$ cat config.mk
export PLATFORM = sky130hd
export DESIGN_NAME = uart_rx_read
export DESIGN_NICKNAME = d
export VERILOG_FILES = /design/src/rtl/uart_pkg.sv /design/src/rtl/rx_fifo.sv /design/src/rtl/uart_rx_read.sv
export SDC_FILE = /design/constraint.sdc
export NUM_CORES = 1
export LEC_CHECK = 0
export ABC_CLOCK_PERIOD_IN_PS = 3400
export BUFFER_PORTS_ARGS = -buffer_cell sky130_fd_sc_hd__buf_2
export CORE_ASPECT_RATIO = 2
export CORE_MARGIN = 1
export CORE_UTILIZATION = 30
export CTS_CLUSTER_SIZE = 20
export DETAILED_ROUTE_END_ITERATION = 6
export PLACE_DENSITY_LB_ADDON = 0.12
export SETUP_SLACK_MARGIN = 0.05
export SLEW_MARGIN = 20
export SYNTH_ARGS = -nofsm -noshare
export SYNTH_HDL_FRONTEND = slang
export SYNTH_SLANG_ARGS = --single-unit
$ cat constraint.sdc
create_clock -name clk -period 3.4 [get_ports clk]
set_input_delay 0.51 -clock clk [delete_from_list [all_inputs] [get_ports clk]]
set_output_delay 0.51 -clock clk [all_outputs]
set_load 0.1 [all_outputs]
$ cat src/rtl/uart_pkg.sv
// Shared UART definitions: receive/transmit FSM states and oversampling constants.
package uart_pkg;

  // Oversample ticks per bit period, and the tick index that lands mid-bit.
  localparam int unsigned OVERSAMPLE = 16;
  localparam int unsigned MID_SAMPLE = 7;

  typedef enum logic [2:0] {
    StIdle,
    StStart,
    StData,
    StParity,
    StStop,
    StWaitIdle
  } uart_state_e;

endpackage

$ cat src/rtl/rx_fifo.sv
// Receive FIFO: storage, extra-MSB wrap pointers, occupancy flags and a registered pop port.
// A push while full is dropped and reported on overrun_o; full/empty come from registered
// pointers only, so a same-cycle pop never makes room for a push.
module rx_fifo #(
  parameter int unsigned DATA_WIDTH = 8,
  parameter int unsigned DEPTH      = 16
) (
  input  logic                    clk,
  input  logic                    rstn,
  input  logic                    push_i,
  input  logic [DATA_WIDTH-1:0]   push_data_i,
  input  logic                    pop_i,
  output logic [DATA_WIDTH-1:0]   pop_data_o,
  output logic                    pop_valid_o,
  output logic                    empty_o,
  output logic                    full_o,
  output logic [$clog2(DEPTH):0]  level_o,
  output logic                    overrun_o
);

  localparam int unsigned AddrW = $clog2(DEPTH);
  localparam int unsigned PtrW  = AddrW + 1;

  logic [PtrW-1:0]       wr_ptr_q, wr_ptr_d;
  logic [PtrW-1:0]       rd_ptr_q, rd_ptr_d;
  logic [DATA_WIDTH-1:0] pop_data_q, pop_data_d;
  logic                  pop_valid_q, pop_valid_d;
  logic                  overrun_q, overrun_d;
  logic [DATA_WIDTH-1:0] mem_q [DEPTH];
  logic                  do_push, do_pop;

  assign empty_o = (wr_ptr_q == rd_ptr_q);
  assign full_o  = (wr_ptr_q[AddrW] != rd_ptr_q[AddrW]) &&
                   (wr_ptr_q[AddrW-1:0] == rd_ptr_q[AddrW-1:0]);
  assign level_o = wr_ptr_q - rd_ptr_q;

  assign pop_data_o  = pop_data_q;
  assign pop_valid_o = pop_valid_q;
  assign overrun_o   = overrun_q;

  // Next pointers, popped word and status pulses.
  always_comb begin
    do_push     = push_i & ~full_o;
    do_pop      = pop_i & ~empty_o;
    wr_ptr_d    = do_push ? wr_ptr_q + PtrW'(1) : wr_ptr_q;
    rd_ptr_d    = do_pop ? rd_ptr_q + PtrW'(1) : rd_ptr_q;
    pop_data_d  = do_pop ? mem_q[rd_ptr_q[AddrW-1:0]] : pop_data_q;
    pop_valid_d = do_pop;
    overrun_d   = push_i & full_o;
  end

  // Pointer and output registers.
  always_ff @(posedge clk or negedge rstn) begin
    if (!rstn) begin
      wr_ptr_q    <= '0;
      rd_ptr_q    <= '0;
      pop_data_q  <= '0;
      pop_valid_q <= 1'b0;
      overrun_q   <= 1'b0;
    end else begin
      wr_ptr_q    <= wr_ptr_d;
      rd_ptr_q    <= rd_ptr_d;
      pop_data_q  <= pop_data_d;
      pop_valid_q <= pop_valid_d;
      overrun_q   <= overrun_d;
    end
  end

  // Storage array; no reset needed since reads are gated by empty.
  always_ff @(posedge clk) begin
    if (do_push) begin
      mem_q[wr_ptr_q[AddrW-1:0]] <= push_data_i;
    end
  end

endmodule

$ cat src/rtl/uart_rx_read.sv
// UART receiver with a read-side FIFO: synchronizes rxd, oversamples 16x, frames characters
// LSB first and pushes good ones into rx_fifo.
// Optional even-parity bit after the data is enabled by defining UART_RX_PARITY_EN; without it
// the frame is 8N1-style (start, DATA_WIDTH data bits, stop) and parity_err is tied low.
module uart_rx_read
  import uart_pkg::*;
#(
  parameter int unsigned DATA_WIDTH = 8,
  parameter int unsigned FIFO_DEPTH = 16,
  parameter int unsigned BAUD_DIV   = 27
) (
  input  logic                         clk,
  input  logic                         rstn,
  input  logic                         rxd,
  input  logic                         rd_en,
  output logic [DATA_WIDTH-1:0]        rd_data,
  output logic                         rd_valid,
  output logic                         empty,
  output logic                         full,
  output logic [$clog2(FIFO_DEPTH):0]  level,
  output logic                         frame_err,
  output logic                         overrun_err,
  output logic                         parity_err
);

  localparam int unsigned DivW = (BAUD_DIV > 1) ? $clog2(BAUD_DIV) : 1;
  localparam int unsigned SubW = $clog2(OVERSAMPLE);
  localparam int unsigned CntW = $clog2(DATA_WIDTH + 1);

  localparam logic [DivW-1:0] DivLast = DivW'(BAUD_DIV - 1);
  localparam logic [SubW-1:0] SubMid  = SubW'(MID_SAMPLE);
  localparam logic [SubW-1:0] SubLast = SubW'(OVERSAMPLE - 1);
  localparam logic [CntW-1:0] CntLast = CntW'(DATA_WIDTH - 1);

  uart_state_e           state_q, state_d;
  logic [1:0]            sync_q, sync_d;
  logic                  rx_prev_q, rx_prev_d;
  logic [DivW-1:0]       div_q, div_d;
  logic [SubW-1:0]       sub_q, sub_d;
  logic [CntW-1:0]       cnt_q, cnt_d;
  logic [DATA_WIDTH-1:0] shift_q, shift_d;
  logic                  push_q, push_d;
  logic                  frame_err_q, frame_err_d;
  logic                  rx_s;
  logic                  tick;
  logic                  start_mid;
  logic                  bit_mid;

  // Synchronized line level seen by all receive logic.
  assign rx_s = sync_q[1];

  assign tick      = (div_q == DivLast);
  // START is sampled halfway into the start bit; later bits a full bit period apart.
  assign start_mid = tick && (sub_q == SubMid);
  assign bit_mid   = tick && (sub_q == SubLast);

`ifdef UART_RX_PARITY_EN
  logic parity_err_q, parity_err_d;
  assign parity_err = parity_err_q;
`else
  assign parity_err = 1'b0;
`endif

  assign frame_err = frame_err_q;

  // Frame decoder next state: divider, tick sub-counter, bit counter, shifter and pulses.
  always_comb begin
    state_d     = state_q;
    sync_d      = {sync_q[0], rxd};
    rx_prev_d   = rx_s;
    div_d       = tick ? '0 : div_q + DivW'(1);
    sub_d       = sub_q;
    cnt_d       = cnt_q;
    shift_d     = shift_q;
    push_d      = 1'b0;
    frame_err_d = 1'b0;
`ifdef UART_RX_PARITY_EN
    parity_err_d = 1'b0;
`endif

    case (state_q)
      StIdle: begin
        if (rx_prev_q && !rx_s) begin
          // Realign the divider to the start edge so sample points are fixed to the frame.
          state_d = StStart;
          div_d   = '0;
          sub_d   = '0;
        end
      end

      StStart: begin
        if (start_mid) begin
          sub_d   = '0;
          cnt_d   = '0;
          state_d = rx_s ? StIdle : StData;
        end else if (tick) begin
          sub_d = sub_q + SubW'(1);
        end
      end

      StData: begin
        if (bit_mid) begin
          sub_d   = '0;
          shift_d = {rx_s, shift_q[DATA_WIDTH-1:1]};
          cnt_d   = cnt_q + CntW'(1);
          if (cnt_q == CntLast) begin
`ifdef UART_RX_PARITY_EN
            state_d = StParity;
`else
            state_d = StStop;
`endif
          end
        end else if (tick) begin
          sub_d = sub_q + SubW'(1);
        end
      end

`ifdef UART_RX_PARITY_EN
      StParity: begin
        if (bit_mid) begin
          sub_d        = '0;
          // Even parity: data bits plus parity bit must hold an even number of ones.
          parity_err_d = (rx_s != (^shift_q));
          state_d      = StStop;
        end else if (tick) begin
          sub_d = sub_q + SubW'(1);
        end
      end
`endif

      StStop: begin
        if (bit_mid) begin
          sub_d = '0;
          if (rx_s) begin
            push_d  = 1'b1;
            state_d = StIdle;
          end else begin
            frame_err_d = 1'b1;
            state_d     = StWaitIdle;
          end
        end else if (tick) begin
          sub_d = sub_q + SubW'(1);
        end
      end

      StWaitIdle: begin
        // A held-low line (break) must return high before another start is accepted.
        if (rx_s) begin
          state_d = StIdle;
        end
      end

      default: begin
        state_d = StIdle;
      end
    endcase
  end

  // Receive-side registers; reset abandons any partial character.
  always_ff @(posedge clk or negedge rstn) begin
    if (!rstn) begin
      state_q     <= StIdle;
      sync_q      <= 2'b11;
      rx_prev_q   <= 1'b1;
      div_q       <= '0;
      sub_q       <= '0;
      cnt_q       <= '0;
      shift_q     <= '0;
      push_q      <= 1'b0;
      frame_err_q <= 1'b0;
`ifdef UART_RX_PARITY_EN
      parity_err_q <= 1'b0;
`endif
    end else begin
      state_q     <= state_d;
      sync_q      <= sync_d;
      rx_prev_q   <= rx_prev_d;
      div_q       <= div_d;
      sub_q       <= sub_d;
      cnt_q       <= cnt_d;
      shift_q     <= shift_d;
      push_q      <= push_d;
      frame_err_q <= frame_err_d;
`ifdef UART_RX_PARITY_EN
      parity_err_q <= parity_err_d;
`endif
    end
  end

  // The shifter is stable while push_q is high, so it feeds the FIFO directly.
  rx_fifo #(
    .DATA_WIDTH (DATA_WIDTH),
    .DEPTH      (FIFO_DEPTH)
  ) u_rx_fifo (
    .clk         (clk),
    .rstn        (rstn),
    .push_i      (push_q),
    .push_data_i (shift_q),
    .pop_i       (rd_en),
    .pop_data_o  (rd_data),
    .pop_valid_o (rd_valid),
    .empty_o     (empty),
    .full_o      (full),
    .level_o     (level),
    .overrun_o   (overrun_err)
  );

endmodule

# Word level (Yosys, flattened, before mapping)
# Memories as Yosys holds them, arrays and structs flattened. A register that Yosys moved wholly into a read port is not among the register bits.
# Cells that the tools add are included.
# totals
regBits	41
ram_bits	128
in_bits	4
word_cells	84
memories	1
# classes
addsub	6
n_eq_ne	17
muxes	28
bitwise	5
n_reduce_logical	14
# memory_table
memory	words	width	read_ports	rd_clocked_by_memory_dff	wr	line_no	text
u_rx_fifo.mem_q	16	8	1	1	1	rx_fifo.sv:29	logic [DATA_WIDTH-1:0] mem_q [DEPTH];
# ops
operator	count
$mux 4	6
$mux 3	7
$add 5x1->5 const B	3
$mux 5	3
$pmux 3 s5	1
$ne 2x2->1 const B	6
$pmux 4 s3	1
$add 4x1->4 const B	2
$eq 4x3->1 const B	2
$mux 1	8
$pmux 4 s2	1
$eq 3x3->1 const B	2
$reduce_and 6->1	1
$eq 5x5->1	1
$eq 5x5->1 const B	1
$sub 5x5->5	1
$eq 4x4->1	1
$eq 4x4->1 const B	1
$logic_and 1x1->1	4
$reduce_and 2->1	2
$and 1x1->1	3
$eq 3x1->1 const B	1
$eq 3x2->1 const B	1
$logic_not 3->1	1
8 further kinds	10

# Longest topological paths before layout
# Gate-level depths: netlist of run 1.
# logic_depth
ltp_word	6
ltp_mapped	9
depth_no_buf	7

# By module
# Synthesis of run 1 repeated with hierarchy kept, for this count alone.
# unflattened
cells_unflattened	481
hier_area_um2	7422.1
# by_module_without_submodules
module	instances	cells_each	area_per_inst_um2	seq_area_each_um2
rx_fifo	1	354	6018.3	4344.2
uart_rx_read	1	127	1403.8	729.4

# Least setup slack after synthesis of run 1
# No wires, ideal clock.
# synth_timing
kind	register to register
startpoint	register u_rx_fifo.rd_ptr_q[3]
endpoint	memory u_rx_fifo.mem_q[3][0] (enable)
arrival_time_ps	3143
required_time_ps	3112
slack_ps	-30
stages_incl_launch_ff	10
n_path_buf	2
synth_period_minus_slack_ps	3430
cell_sequence	dfrtp_1 > clkbuf_1 > inv_1 > ha_1 > nand4_1 > nor2b_1 > nor2b_1 > clkbuf_1 > nand2_1 > nor3_1
# synth_between
elab_chain_cells	6
# synth_rtl
element	line_no	text
start, declared	rx_fifo.sv:25	logic [PtrW-1:0] rd_ptr_q, rd_ptr_d;
start signal, assigned	rx_fifo.sv:62	rd_ptr_q <= rd_ptr_d;
$eq 4x4->1	rx_fifo.sv:34	(wr_ptr_q[AddrW-1:0] == rd_ptr_q[AddrW-1:0]);
$logic_and 1x1->1	rx_fifo.sv:33	assign full_o = (wr_ptr_q[AddrW] != rd_ptr_q[AddrW]) &&
via full	uart_rx_read.sv:19	output logic full,
$not 1->1	rx_fifo.sv:43	do_push = push_i & ~full_o;
$and 1x1->1	rx_fifo.sv:43	
$mux 1	rx_fifo.sv:71	if (do_push) begin
$mux 1 (not written as such)	rx_fifo.sv:72	mem_q[wr_ptr_q[AddrW-1:0]] <= push_data_i;
end, declared	rx_fifo.sv:29	
# The timed path passes the listed nets, and every way through them passes these cells.

# Worst setup path after layout of run 1
# layout_timing
startpoint	register u_rx_fifo.wr_ptr_q[0]
endpoint	output port level[4]
# layout_between
elab_chain_cells	1
# layout_rtl
element	line_no	text
start, declared	rx_fifo.sv:24	logic [PtrW-1:0] wr_ptr_q, wr_ptr_d;
start signal, assigned	rx_fifo.sv:61	wr_ptr_q <= wr_ptr_d;
$sub 5x5->5	rx_fifo.sv:35	assign level_o = wr_ptr_q - rd_ptr_q;
end, declared	uart_rx_read.sv:20	output logic [$clog2(FIFO_DEPTH):0] level,
# No other way between the ends.

==> metrics.txt, run 1 <==
# TYPE chip_impl_metric gauge
chip_impl_metric{name="hpwlAfterDp",unit="microns"} 11500
chip_impl_metric{name="groute.usage.overall",unit="%"} 14.3
chip_impl_metric{name="drv_slew",unit=""} 0
chip_impl_metric{name="insertedDiodeCount",unit=""} 0
chip_impl_metric{name="max_cap_violations",unit=""} 0
chip_impl_metric{name="tritoncts_num_sinks",unit=""} 177
chip_impl_info{name="worst_setup_path_end_kind",value="primary output"} 1
chip_impl_metric{name="syn-instance-count",unit=""} 467
chip_impl_metric{name="design.final.nets",unit=""} 524
chip_impl_metric{name="die-height",unit="microns"} 223
chip_impl_metric{name="period_minus_slack",unit="ns"} 2.94
chip_impl_metric{name="grt_pass1_vias",unit=""} 4212
chip_impl_metric{name="cts_resized",unit=""} 0
chip_impl_metric{name="timing.critical_path.required",unit="ns"} 2.89
chip_impl_info{name="outcome",value="finished, violations left"} 1
chip_impl_metric{name="max_freq",unit="MHz"} 340
chip_impl_metric{name="synth.net_count",unit=""} 485
chip_impl_metric{name="synth.yosys.warnings",unit=""} 0
chip_impl_metric{name="path_clk_slew",unit="ns"} 0.07
chip_impl_metric{name="yosys_register_bits",unit=""} 177
chip_impl_info{name="tritoncts",value="built"} 1
chip_impl_info{name="source_of_the_critical_timing_path",value="u_rx_fifo.wr_ptr_q[0]"} 1
chip_impl_metric{name="finalSetupViolCount",unit=""} 0
chip_impl_metric{name="power_leakage",unit="nW"} 2.83
chip_impl_metric{name="cellPowerDensity",unit="nW/um^2"} 758
chip_impl_metric{name="critical_path_peak_fanout",unit=""} 4
chip_impl_metric{name="final_hold_violating_endpoints",unit=""} 0
chip_impl_metric{name="post_synthesis_area_per_instance",unit="sq um"} 15.6
chip_impl_metric{name="placement.cell_area",unit="sq um"} 7800
chip_impl_metric{name="ant_nets",unit=""} 0
chip_impl_metric{name="drt-pass1-iter-count",unit=""} 6
chip_impl_metric{name="detail_route.wl_per_cell",unit="microns"} 20.4
chip_impl_metric{name="drc",unit=""} 1
chip_impl_info{name="worst_hold_path_type",value="in2async"} 1
chip_impl_metric{name="initialDrtViolationCount",unit=""} 220
chip_impl_info{name="most_used_cells_in_the_layout_excluding_fill_and_tap_cells",value="sky130_fd_sc_hd__edfxtp_1 (128), sky130_fd_sc_hd__dfrtp_1 (45), sky130_fd_sc_hd__nor2_1 (42), sky130_fd_sc_hd__mux2i_1 (29), sky130_fd_sc_hd__nand2_1 (23)"} 1
chip_impl_metric{name="synthToLayoutAreaGrowth",unit="%"} 15.0
chip_impl_metric{name="initial_core_utilization",unit="%"} 30.6
chip_impl_metric{name="cts_hold_buffers",unit=""} 0
chip_impl_metric{name="worst_skew_pair.late_latency",unit="ns"} 0.43
chip_impl_metric{name="routed_wl",unit="microns"} 16400
chip_impl_metric{name="fin_skew",unit="ns"} 0.00394
chip_impl_metric{name="clk_path_buf_depth",unit=""} 2
chip_impl_metric{name="last_weighted_congestion_value_of_the_routability_driven_placer",unit=""} 0.782
chip_impl_info{name="mostFrequentLayoutCell",value="sky130_fd_sc_hd__edfxtp_1"} 1
chip_impl_info{name="violations",value="design-rule violations"} 1
chip_impl_metric{name="vdd_drop_max",unit="uV"} 562
chip_impl_metric{name="worst-endpoint-arrival",unit="ns"} 2.43
chip_impl_metric{name="post_cts_buffers",unit=""} 0
chip_impl_metric{name="chipWidth",unit="microns"} 112
chip_impl_metric{name="cts_inserted_buffers",unit=""} 17
chip_impl_metric{name="slew-limit-headroom",unit="%"} 37.3
chip_impl_info{name="cp-start-kind",value="register"} 1
chip_impl_metric{name="async_flop_share",unit="%"} 27.7
chip_impl_metric{name="drt-vias-per-instance",unit=""} 4.79
chip_impl_metric{name="htreeDepth",unit=""} 4
chip_impl_metric{name="yosysTopAreaCellShare",unit="%"} 52.6
chip_impl_info{name="worst-setup-path-type",value="reg2out"} 1
chip_impl_metric{name="yosys.cell_types.count",unit=""} 48
chip_impl_metric{name="synth_sequential_area_ratio",unit="%"} 69.5
chip_impl_metric{name="max_slew.worst_pin.slew",unit="ns"} 0.940
chip_impl_metric{name="core_region_area",unit="sq um"} 23800
chip_impl_metric{name="port_buffers",unit=""} 21
chip_impl_metric{name="post-route-period-util",unit="%"} 86.6
chip_impl_metric{name="final_layout_setup_total_negative_slack",unit="ns"} 0
chip_impl_metric{name="netlist_area",unit="sq um"} 7300
chip_impl_info{name="synth_area_leaders",value="sky130_fd_sc_hd__edfxtp_1 (53%), sky130_fd_sc_hd__dfrtp_1 (16%), sky130_fd_sc_hd__mux4_2 (5.9%), sky130_fd_sc_hd__mux2i_1 (4.0%), sky130_fd_sc_hd__ha_1 (2.2%)"} 1
chip_impl_info{name="netlist.top_cell.by_area",value="sky130_fd_sc_hd__edfxtp_1"} 1
chip_impl_metric{name="number_of_synthesized_flops_with_an_enable_pin",unit=""} 128
chip_impl_metric{name="layout-drive-gt1-share",unit="%"} 21.4
chip_impl_metric{name="top_level_ports",unit=""} 23
chip_impl_metric{name="core.rowCount",unit=""} 80
chip_impl_metric{name="gr-total-overflow",unit=""} 0
chip_impl_metric{name="route.vias.total",unit=""} 3858
chip_impl_info{name="worst_r2r_startpoint",value="u_rx_fifo.rd_ptr_q[2]"} 1
chip_impl_metric{name="initial_antenna_violation_count",unit=""} 0
chip_impl_metric{name="fin_area",unit="sq um"} 8400
chip_impl_info{name="rsz0062_at_grt",value="no"} 1
chip_impl_info{name="ys_dominant_reg_cell",value="sky130_fd_sc_hd__edfxtp_1"} 1
chip_impl_info{name="cell_chosen_for_the_clock_root",value="sky130_fd_sc_hd__clkbuf_16"} 1
chip_impl_metric{name="grt_pass1_wl",unit="microns"} 25400
chip_impl_metric{name="area_of_the_die",unit="sq um"} 25000
chip_impl_metric{name="pin_count_of_the_biggest_net_entering_global_routing",unit=""} 50
[sequential cells by signal, summed over array words and instances (netlist names)]
| signal | cells |
|---|---|
| frame_err | 1 |
| rx_prev_q | 1 |
| u_rx_fifo.mem_q | 128 |
| u_rx_fifo.pop_valid_o | 1 |
| state_q | 3 |
| div_q | 5 |
| push_q | 1 |
| u_rx_fifo.rd_ptr_q | 5 |
| u_rx_fifo.overrun_o | 1 |
| sub_q | 4 |
| shift_q | 8 |
| sync_q | 2 |
| u_rx_fifo.pop_data_o | 8 |
| cnt_q | 4 |
| u_rx_fifo.wr_ptr_q | 5 |
[per-layer routing]
| layer | GRT usage [%] | part of all wire, % | vias to the layer above |
|---|---|---|---|
| met5 | 0 | 0 | - |
| met4 | 5.03 | 1.4 | 0 |
| met3 | 3.44 | 2.1 | 12 |
| met2 | 28.6 | 61 | 37 |
| met1 | 13.7 | 36 | 1976 |
| li1 | - | - | 1833 |
[per-stage QoR]
step / std cells / utilization (%) / power (mW) / setup slack, ns / hold slack (ns)
final: 806 / 35.3 / 6.37 / 0.457 / 0.171
after detailed placement: 774 / 32.8 / 4.48 / 0.704 / 0.350
after CTS: 806 / 35.3 / 6.48 / 0.397 / 0.139
after global routing: 806 / 35.3 / 6.65 / 0.248 / 0.141
after floorplan: 467 / - / 4.10 / 0.139 / 0.214
after global placement: 774 / 32.8 / 4.47 / 0.780 / 0.346
[final timing paths]
| kind | end | slack (ns) | depth (start not counted) |
|---|---|---|---|
| hold reg to reg | sync_q[1] | 0.36 | 0 |
| max in group asynchronous | shift_q[1] | 2.46 | 2 |
| min in group clk | sync_q[0] | 0.17 | 1 |
| setup reg to reg | u_rx_fifo.mem_q[2][7] | 0.74 | 8 |
| hold / removal | sub_q[2] | 0.17 | 1 |
| setup / recovery | level[4] | 0.46 | 8 |
[final cells by class]
class / count / area [sq um]
tap: 287 / 359
fill: 2289 / 15400
sequential: 177 / 5070
inverter: 15 / 56.3
multi-input combinational: 255 / 2070
clock inverter: 14 / 165
clock buffer: 18 / 429
timing repair buffer: 40 / 248
[power by group]
| part | total (mW) | switching [mW] | internal [mW] |
|---|---|---|---|
| combinational | 1.88 | 1.37 | 0.508 |
| sequential | 2.51 | 0.108 | 2.40 |
| clock | 1.98 | 0.825 | 1.15 |
| total | 6.37 | 2.31 | 4.06 |
[cell usage after synthesis (2+ instances only)]
cell type,n
sky130_fd_sc_hd__mux2i_1,29
sky130_fd_sc_hd__dfrtp_1,46
sky130_fd_sc_hd__clkbuf_1,10
sky130_fd_sc_hd__nand4_1,4
sky130_fd_sc_hd__nor2b_1,6
sky130_fd_sc_hd__nor2_1,42
sky130_fd_sc_hd__a31oi_1,7
sky130_fd_sc_hd__edfxtp_1,128
sky130_fd_sc_hd__o31ai_1,2
sky130_fd_sc_hd__buf_2,4
sky130_fd_sc_hd__inv_1,15
sky130_fd_sc_hd__mux2_2,8
sky130_fd_sc_hd__buf_6,2
sky130_fd_sc_hd__ha_1,13
sky130_fd_sc_hd__o22ai_1,14
sky130_fd_sc_hd__dfstp_2,3
sky130_fd_sc_hd__xor2_1,6
sky130_fd_sc_hd__nor3_1,10
sky130_fd_sc_hd__nand2b_1,5
sky130_fd_sc_hd__xnor2_1,12
sky130_fd_sc_hd__buf_4,4
sky130_fd_sc_hd__mux4_2,19
sky130_fd_sc_hd__a21oi_1,6
sky130_fd_sc_hd__nand2_1,23
sky130_fd_sc_hd__nand3_1,10
sky130_fd_sc_hd__a22oi_1,7
sky130_fd_sc_hd__a21o_1,2
sky130_fd_sc_hd__o21ai_0,10
[critical path: stages (launching register included)]
cell,delay [ns]
sky130_fd_sc_hd__dfrtp_1,0.42
sky130_fd_sc_hd__inv_1,0.16
sky130_fd_sc_hd__ha_1,0.21
sky130_fd_sc_hd__fa_1,0.21
sky130_fd_sc_hd__inv_1,0.05
sky130_fd_sc_hd__a21o_1,0.16
sky130_fd_sc_hd__a21oi_1,0.19
sky130_fd_sc_hd__xor2_1,0.15
sky130_fd_sc_hd__buf_2,0.44
[kinds of logic after synthesis]
group | after synthesis | synth area share, %
multiplexers | 56 | 11.1
buffers and inverters | 35 | 2.28
adder cells (fa/ha/maj) | 14 | 2.50
flip-flops | 177 | 69.5
AO/OA/AOI/OAI | 55 | 4.94
other | 1 | 0.0514
AND/OR/NAND/NOR | 111 | 7.51
XOR/XNOR | 18 | 2.16
(Power assumes the default switching activity.)
==> run 2, diff against run 1 <==
--- a/config.mk
+++ b/config.mk
@@ -5,6 +5,7 @@
 export SDC_FILE = /design/constraint.sdc
 export NUM_CORES = 1
 export LEC_CHECK = 0
+export ABC_AREA = 1
 export ABC_CLOCK_PERIOD_IN_PS = 3400
 export BUFFER_PORTS_ARGS = -buffer_cell sky130_fd_sc_hd__buf_2
 export CORE_ASPECT_RATIO = 2
==> run 2 against run 1 <==
  * The flow now finishes without violations
  * Sequential share of layout area down 4.6 points
  * Wire length up 22%
  * Clock power down 4%
  * Global-route usage up 1.5 points
  * Sequential power up 2%
  * Cell count up 49%
  * Setup slack worse by 0.064 ns
  * Critical endpoint unchanged
  * Largest power group is now combinational logic
  * Highest routed layer unchanged
==> metrics.txt, run 2 <==
# TYPE chip_impl_metric gauge
chip_impl_metric{name="vdd_drop_max",unit="uV"} 801
chip_impl_metric{name="cts_inserted_buffers",unit=""} 17
chip_impl_metric{name="tritoncts_num_sinks",unit=""} 177
chip_impl_metric{name="fillCellCount",unit=""} 2763
chip_impl_metric{name="drt-pass1-iter-count",unit=""} 4
chip_impl_metric{name="grt_pass1_vias",unit=""} 5392
chip_impl_metric{name="post_cts_buffers",unit=""} 0
chip_impl_info{name="synth.cells.most_frequent",value="sky130_fd_sc_hd__nand2_1 (231), sky130_fd_sc_hd__edfxtp_1 (128), sky130_fd_sc_hd__inv_1 (118)"} 1
chip_impl_metric{name="die-height",unit="microns"} 233
chip_impl_metric{name="worst_skew_pair.late_latency",unit="ns"} 0.44
chip_impl_info{name="rsz0062_at_grt",value="no"} 1
chip_impl_info{name="synth_most_common_cell",value="sky130_fd_sc_hd__nand2_1"} 1
chip_impl_metric{name="post_synthesis_area_per_instance",unit="sq um"} 9.78
chip_impl_metric{name="syn-instance-count",unit=""} 818
chip_impl_metric{name="fin_skew",unit="ns"} 0.0132
chip_impl_info{name="outcome",value="complete, no violations"} 1
chip_impl_metric{name="worst-path-buf-inv",unit=""} 2
chip_impl_metric{name="pin_count_of_the_biggest_net_entering_global_routing",unit=""} 67
chip_impl_metric{name="yosysTopAreaCellShare",unit="%"} 48.0
chip_impl_metric{name="synth.net_count",unit=""} 836
chip_impl_metric{name="last_weighted_congestion_value_of_the_routability_driven_placer",unit=""} 0.764
chip_impl_metric{name="gr-total-overflow",unit=""} 0
chip_impl_metric{name="pwr-share-seq",unit="%"} 34.9
chip_impl_metric{name="core_region_area",unit="sq um"} 26300
chip_impl_info{name="tritoncts",value="built"} 1
chip_impl_info{name="netlist.top_cell.by_area",value="sky130_fd_sc_hd__edfxtp_1"} 1
chip_impl_metric{name="post-route-period-util",unit="%"} 88.4
chip_impl_metric{name="drv_slew",unit=""} 0
chip_impl_metric{name="final_hold_violating_endpoints",unit=""} 0
chip_impl_metric{name="path_clk_slew",unit="ns"} 0.06
chip_impl_metric{name="insertedDiodeCount",unit=""} 0
chip_impl_metric{name="cellPowerDensity",unit="nW/um^2"} 808
chip_impl_metric{name="max_freq",unit="MHz"} 333
chip_impl_info{name="mostFrequentLayoutCell",value="sky130_fd_sc_hd__nand2_1"} 1
chip_impl_info{name="ys_dominant_reg_cell",value="sky130_fd_sc_hd__edfxtp_1"} 1
chip_impl_info{name="most_used_cells_in_the_layout_excluding_fill_and_tap_cells",value="sky130_fd_sc_hd__nand2_1 (231), sky130_fd_sc_hd__edfxtp_1 (128), sky130_fd_sc_hd__inv_1 (118), sky130_fd_sc_hd__nand3_1 (110), sky130_fd_sc_hd__nor2_1 (74)"} 1
chip_impl_metric{name="max_slew.worst_pin.slew",unit="ns"} 0.949
chip_impl_metric{name="final_layout_setup_total_negative_slack",unit="ns"} 0
chip_impl_metric{name="initialDrtViolationCount",unit=""} 193
chip_impl_metric{name="netlist_area",unit="sq um"} 8000
chip_impl_info{name="worst-setup-path-type",value="reg2out"} 1
chip_impl_metric{name="timing.critical_path.required",unit="ns"} 2.89
chip_impl_metric{name="cts_hold_buffers",unit=""} 0
chip_impl_metric{name="hold_depth",unit=""} 1
chip_impl_metric{name="route.vias.total",unit=""} 5275
chip_impl_metric{name="htreeDepth",unit=""} 4
chip_impl_metric{name="detail_route.wl_per_cell",unit="microns"} 16.7
chip_impl_metric{name="initial_core_utilization",unit="%"} 30.5
chip_impl_metric{name="cts_resized",unit=""} 0
chip_impl_metric{name="core.rowCount",unit=""} 84
chip_impl_metric{name="synthToLayoutAreaGrowth",unit="%"} 13.6
chip_impl_metric{name="top_level_ports",unit=""} 23
chip_impl_metric{name="hpwlAfterDp",unit="microns"} 13400
chip_impl_metric{name="port_buffers",unit=""} 21
chip_impl_metric{name="async_flop_share",unit="%"} 27.7
chip_impl_metric{name="drt-vias-per-instance",unit=""} 4.40
chip_impl_info{name="worst_setup_path_end_kind",value="primary output"} 1
chip_impl_info{name="synth_area_leaders",value="sky130_fd_sc_hd__edfxtp_1 (48%), sky130_fd_sc_hd__dfrtp_1 (14%), sky130_fd_sc_hd__nand2_1 (11%), sky130_fd_sc_hd__nand3_1 (6.9%), sky130_fd_sc_hd__inv_1 (5.5%)"} 1
chip_impl_metric{name="chipWidth",unit="microns"} 117
chip_impl_metric{name="number_of_synthesized_flops_with_an_enable_pin",unit=""} 128
chip_impl_metric{name="yosys.cell_types.count",unit=""} 37
chip_impl_metric{name="initial_antenna_violation_count",unit=""} 0
chip_impl_metric{name="layout-drive-gt1-share",unit="%"} 10.4
chip_impl_metric{name="synth.yosys.warnings",unit=""} 0
chip_impl_info{name="critPathTopFamily",value="buffers and inverters"} 1
chip_impl_metric{name="power_leakage",unit="nW"} 4.15
chip_impl_metric{name="power.share.clock",unit="%"} 25.9
chip_impl_metric{name="area_of_the_die",unit="sq um"} 27400
chip_impl_metric{name="worst-endpoint-arrival",unit="ns"} 2.50
chip_impl_info{name="worst_hold_path_type",value="in2reg"} 1
chip_impl_metric{name="critical-path-max-stage-delay",unit="ns"} 0.46
chip_impl_info{name="cp_slowest_cell",value="sky130_fd_sc_hd__buf_2"} 1
chip_impl_metric{name="max_cap_violations",unit=""} 0
chip_impl_metric{name="slew-limit-headroom",unit="%"} 36.7
chip_impl_metric{name="period_minus_slack",unit="ns"} 3.01
chip_impl_metric{name="comb_power_share",unit="%"} 39.1
chip_impl_metric{name="largest_register_ffs",unit=""} 128
chip_impl_metric{name="finalPower",unit="mW"} 7.34
chip_impl_metric{name="yosys_register_bits",unit=""} 177
chip_impl_metric{name="grt_pass1_wl",unit="microns"} 31100
chip_impl_metric{name="synth_sequential_area_ratio",unit="%"} 63.4
chip_impl_metric{name="power.internal",unit="mW"} 4.19
chip_impl_info{name="cp-start-kind",value="register"} 1
chip_impl_metric{name="groute.usage.overall",unit="%"} 15.8
chip_impl_metric{name="routed_wl",unit="microns"} 20000
chip_impl_metric{name="r2r_cells",unit=""} 9
chip_impl_info{name="cell_chosen_for_the_clock_root",value="sky130_fd_sc_hd__clkbuf_16"} 1
chip_impl_metric{name="total_switching_power",unit="mW"} 3.15
chip_impl_metric{name="drc",unit=""} 0
chip_impl_metric{name="design.final.nets",unit=""} 859
chip_impl_metric{name="ant_nets",unit=""} 0
chip_impl_metric{name="finalSetupViolCount",unit=""} 0
chip_impl_metric{name="path_depth",unit=""} 6
chip_impl_metric{name="critical_path_peak_fanout",unit=""} 10
chip_impl_metric{name="clk_path_buf_depth",unit=""} 2
chip_impl_info{name="cp_cell_sequence",value="clkinv_1, ha_1, nand2_1, o21ai_0, xor2_1, buf_2"} 1
chip_impl_metric{name="swShare",unit="%"} 42.9
-- run 2: final cells by class --
class,count,area [sq um],area share [%]
Timing Repair Buffer,30,218,2.40
Sequential cell,177,5070,55.8
Multi-Input combinational cell,486,2300,25.4
Inverter,129,487,5.36
Clock inverter,11,101,1.12
Clock buffer,21,472,5.19
Tap cell,344,430,4.74
-- run 2: through the flow --
stage          area (sq um)  hold WS, ns  setup slack, ns  cells  util (%)
3_3_place_gp           8510        0.347            0.611   1166      32.4
6_report               9090        0.191            0.393   1198      34.6
5_1_grt                9090        0.166            0.251   1198      34.6
2_1_floorplan          8000        0.214           0.0754    818         -
3_5_place_dp           8510        0.350            0.525   1166      32.4
4_1_cts                9090        0.167            0.356   1198      34.6
-- run 2: per-layer routing --
| layer | GRT usage (%) | wire length [microns] | vias up | part of all wire [%] |
|---|---|---|---|---|
| met3 | 2.72 | 436 | 12 | 2.2 |
| met4 | 5.53 | 266 | 0 | 1.3 |
| met2 | 31.5 | 11500 | 70 | 58 |
| met5 | 0 | 0 | - | 0 |
| met1 | 16.1 | 7780 | 2542 | 39 |
| li1 | - | - | 2651 | - |
-- run 2: power groups by stage --
stage	logic, mW	registers (mW)	clock network, mW
after floorplan	1.81	2.93	0
after global placement	2.94	2.61	0
after detailed placement	2.93	2.61	0
after CTS	2.94	2.57	1.96
after global routing	3.14	2.59	2.03
final	2.87	2.57	1.90
-- run 2: path summary, 6_finish.rpt --
path	to	slack (ns)	startpoint
hold reg to reg	sync_q[1]	0.36	sync_q[0]
setup / recovery	level[4]	0.39	u_rx_fifo.rd_ptr_q[3]
min in group asynchronous	sub_q[3]	0.21	rstn
hold / removal	sync_q[0]	0.19	rxd
setup reg to reg	u_rx_fifo.mem_q[9][1]	0.56	u_rx_fifo.rd_ptr_q[3]
max in group asynchronous	sync_q[0]	2.34	rstn
-- run 2: cells by family after synthesis --
| logic type | Yosys count | synth area share [%] |
|---|---|---|
| compound gates | 18 | 1.33 |
| xor+xnor | 15 | 1.64 |
| fa+ha+maj | 14 | 2.28 |
| buf+inv | 155 | 7.80 |
| flops | 177 | 63.4 |
| other cells | 1 | 0.0469 |
| simple gates | 438 | 23.5 |
-- run 2: worst register-to-register path: cells and delay by family (launching register included) --
kind,cells,cell delay (ns)
adder cells (fa/ha/maj),1,0.44
AND/OR/NAND/NOR,6,1.24
flip-flops,1,0.38
buffers and inverters,2,0.41
==> run 3, diff against run 2 <==
--- a/config.mk
+++ b/config.mk
@@ -6,14 +6,13 @@
 export NUM_CORES = 1
 export LEC_CHECK = 0
 export ABC_AREA = 1
-export ABC_CLOCK_PERIOD_IN_PS = 3400
+export ABC_CLOCK_PERIOD_IN_PS = 3600
 export BUFFER_PORTS_ARGS = -buffer_cell sky130_fd_sc_hd__buf_2
 export CORE_ASPECT_RATIO = 2
 export CORE_MARGIN = 1
 export CORE_UTILIZATION = 30
 export CTS_CLUSTER_SIZE = 20
 export DETAILED_ROUTE_END_ITERATION = 6
-export PLACE_DENSITY_LB_ADDON = 0.12
 export SETUP_SLACK_MARGIN = 0.05
 export SLEW_MARGIN = 20
 export SYNTH_ARGS = -nofsm -noshare
==> constraint.sdc (replaced) <==
create_clock -name clk -period 3.6 [get_ports clk]
set_input_delay 0.54 -clock clk [delete_from_list [all_inputs] [get_ports clk]]
set_output_delay 0.54 -clock clk [all_outputs]
set_load 0.1 [all_outputs]
==> run 3 against run 2 <==
  * Highest routed layer unchanged
  * Utilization about the same
  * Hold slack lost 0.058 ns
  * Sequential cell count unchanged
  * Critical path type unchanged
  * Largest power group unchanged
==> metrics.txt, run 3 (synthesis results as in run 2) <==
# TYPE chip_impl_metric gauge
chip_impl_metric{name="fin_skew",unit="ns"} 0.0118
chip_impl_info{name="worst_hold_path_type",value="in2async"} 1
chip_impl_metric{name="final_layout_setup_total_negative_slack",unit="ns"} 0
chip_impl_info{name="worst-setup-path-type",value="reg2out"} 1
chip_impl_metric{name="drt-vias-per-instance",unit=""} 4.49
chip_impl_metric{name="top_level_ports",unit=""} 23
chip_impl_metric{name="critical_path_peak_fanout",unit=""} 4
chip_impl_metric{name="grt_pass1_vias",unit=""} 5578
chip_impl_metric{name="multi_input_comb_area",unit="sq um"} 2300
chip_impl_metric{name="post_cts_buffers",unit=""} 0
chip_impl_metric{name="drv_slew",unit=""} 0
chip_impl_metric{name="detail_route.wl_per_cell",unit="microns"} 15.8
chip_impl_metric{name="last_weighted_congestion_value_of_the_routability_driven_placer",unit=""} 0.833
chip_impl_metric{name="htreeDepth",unit=""} 4
chip_impl_metric{name="clk_path_buf_depth",unit=""} 2
chip_impl_metric{name="regArea",unit="sq um"} 5070
chip_impl_metric{name="initialDrtViolationCount",unit=""} 389
chip_impl_info{name="cp-start-kind",value="register"} 1
chip_impl_metric{name="swShare",unit="%"} 42.0
chip_impl_metric{name="power.share.clock",unit="%"} 27.2
chip_impl_metric{name="worst-endpoint-arrival",unit="ns"} 2.42
chip_impl_metric{name="path_clk_slew",unit="ns"} 0.07
chip_impl_metric{name="fillCellCount",unit=""} 2674
chip_impl_info{name="worst_setup_path_end_kind",value="primary output"} 1
chip_impl_metric{name="total_switching_power",unit="mW"} 2.93
chip_impl_metric{name="power.internal",unit="mW"} 4.04
chip_impl_metric{name="route.vias.total",unit=""} 5368
chip_impl_metric{name="finalPower",unit="mW"} 6.96
chip_impl_info{name="most_used_cells_in_the_layout_excluding_fill_and_tap_cells",value="sky130_fd_sc_hd__nand2_1 (231), sky130_fd_sc_hd__edfxtp_1 (128), sky130_fd_sc_hd__inv_1 (118), sky130_fd_sc_hd__nand3_1 (110), sky130_fd_sc_hd__nor2_1 (74)"} 1
chip_impl_metric{name="slew-limit-headroom",unit="%"} 38.5
chip_impl_metric{name="max_slew.worst_pin.slew",unit="ns"} 0.922
chip_impl_metric{name="cts_resized",unit=""} 0
chip_impl_info{name="cell_chosen_for_the_clock_root",value="sky130_fd_sc_hd__clkbuf_16"} 1
chip_impl_metric{name="cts_inserted_buffers",unit=""} 17
chip_impl_metric{name="max_freq",unit="MHz"} 338
chip_impl_metric{name="port_buffers",unit=""} 21
chip_impl_metric{name="grt_pass1_wl",unit="microns"} 30100
chip_impl_metric{name="largest_register_ffs",unit=""} 128
chip_impl_metric{name="initial_antenna_violation_count",unit=""} 0
chip_impl_metric{name="worst_skew_pair.late_latency",unit="ns"} 0.44
chip_impl_metric{name="initial_core_utilization",unit="%"} 30.5
chip_impl_metric{name="drc",unit=""} 0
chip_impl_metric{name="max_cap_violations",unit=""} 0
chip_impl_metric{name="pin_count_of_the_biggest_net_entering_global_routing",unit=""} 67
chip_impl_info{name="mostFrequentLayoutCell",value="sky130_fd_sc_hd__nand2_1"} 1
chip_impl_metric{name="hpwlAfterDp",unit="microns"} 13400
chip_impl_metric{name="cts_hold_buffers",unit=""} 0
chip_impl_metric{name="layout-drive-gt1-share",unit="%"} 10.3
chip_impl_info{name="outcome",value="complete, no violations"} 1
chip_impl_metric{name="placement.cell_area",unit="sq um"} 8490
chip_impl_metric{name="gr-total-overflow",unit=""} 0
chip_impl_metric{name="routed_wl",unit="microns"} 18900
chip_impl_info{name="rsz0062_at_grt",value="no"} 1
chip_impl_metric{name="core.rowCount",unit=""} 84
chip_impl_metric{name="design.final.nets",unit=""} 856
chip_impl_metric{name="cellPowerDensity",unit="nW/um^2"} 765
chip_impl_metric{name="power_leakage",unit="nW"} 4.15
chip_impl_metric{name="hold_slack_final",unit="ns"} 0.133
chip_impl_info{name="source_of_the_critical_timing_path",value="u_rx_fifo.wr_ptr_q[0]"} 1
chip_impl_metric{name="period_minus_slack",unit="ns"} 2.96
chip_impl_metric{name="final_hold_violating_endpoints",unit=""} 0
chip_impl_metric{name="die-height",unit="microns"} 233
chip_impl_metric{name="groute.usage.overall",unit="%"} 14.9
chip_impl_metric{name="drt-pass1-iter-count",unit=""} 5
chip_impl_metric{name="comb_power_share",unit="%"} 37.7
chip_impl_metric{name="vdd_drop_max",unit="uV"} 986
chip_impl_metric{name="core_region_area",unit="sq um"} 26300
chip_impl_info{name="tritoncts",value="built"} 1
chip_impl_metric{name="ant_nets",unit=""} 0
chip_impl_metric{name="post-route-period-util",unit="%"} 82.2
chip_impl_metric{name="pwr-share-seq",unit="%"} 35.0
chip_impl_metric{name="finalSetupViolCount",unit=""} 0
chip_impl_metric{name="area_of_the_die",unit="sq um"} 27400
chip_impl_metric{name="timing.critical_path.required",unit="ns"} 3.06
chip_impl_metric{name="insertedDiodeCount",unit=""} 0
chip_impl_metric{name="tritoncts_num_sinks",unit=""} 177
chip_impl_metric{name="fin_area",unit="sq um"} 9100
chip_impl_metric{name="chipWidth",unit="microns"} 117
chip_impl_metric{name="synthToLayoutAreaGrowth",unit="%"} 13.7
chip_impl_info{name="worst_r2r_startpoint",value="u_rx_fifo.rd_ptr_q[3]"} 1
-- run 3: cell types whose count changed in the layout (fill, tap and decap cells not counted), sizes merged --
cell,previous run,this run
bufinv,1,3
clkbuf,21,17
buf,30,27
clkinv,5,6
clkinvlp,3,4
-- run 3: final timing paths --
kind	to	slack, ns	cells past startpoint
worst max-delay path	level[4]	0.64	6
worst min-delay path	sub_q[1]	0.13	1
worst max register to register	u_rx_fifo.mem_q[8][5]	0.82	9
worst min register to register	sync_q[1]	0.36	0
max in group asynchronous	u_rx_fifo.wr_ptr_q[2]	2.65	2
min in group clk	sync_q[0]	0.20	1
-- run 3: worst max-delay path, stage by stage (launching register included) --
cell and delay (ns):
sky130_fd_sc_hd__dfrtp_1 0.39, sky130_fd_sc_hd__inv_1 0.12, sky130_fd_sc_hd__ha_1 0.23, sky130_fd_sc_hd__fa_1 0.40, sky130_fd_sc_hd__o21ai_0 0.22, sky130_fd_sc_hd__xor2_1 0.17
sky130_fd_sc_hd__buf_2 0.45
-- run 3: cell type report --
type | count | share of cell area, %
well taps | 344 | 4.73
multi-input cells | 486 | 25.3
clock buffers | 17 | 4.68
clock inverters | 15 | 1.99
inverters | 129 | 5.35
repair buffers | 27 | 2.15
flip-flops and latches | 177 | 55.8
-- run 3: per-layer routing --
| metal | wire length, microns | global-route usage, % | vias up |
|---|---|---|---|
| met2 | 10700 | 29.1 | 126 |
| li1 | - | - | 2652 |
| met5 | 0 | 0 | - |
| met3 | 589 | 2.70 | 49 |
| met4 | 1140 | 10.8 | 0 |
| met1 | 6460 | 13.4 | 2541 |
-- run 3: power by group through the flow --
| stage | registers (mW) | clock network (mW) | logic [mW] |
|---|---|---|---|
| global route | 2.46 | 2.00 | 2.86 |
| detailed placement | 2.49 | 0 | 2.64 |
| CTS | 2.44 | 1.92 | 2.65 |
| global placement | 2.48 | 0 | 2.64 |
| floorplan | 2.77 | 0 | 1.71 |
| finish | 2.44 | 1.90 | 2.63 |
-- run 3: metrics by stage --
step / cells / util [%] / setup WS, ns
floorplan: 818 / - / 0.245
global placement: 1163 / 32.3 / 0.910
detailed placement: 1163 / 32.3 / 0.802
CTS: 1195 / 34.6 / 0.626
global route: 1195 / 34.6 / 0.511
finish: 1195 / 34.6 / 0.641
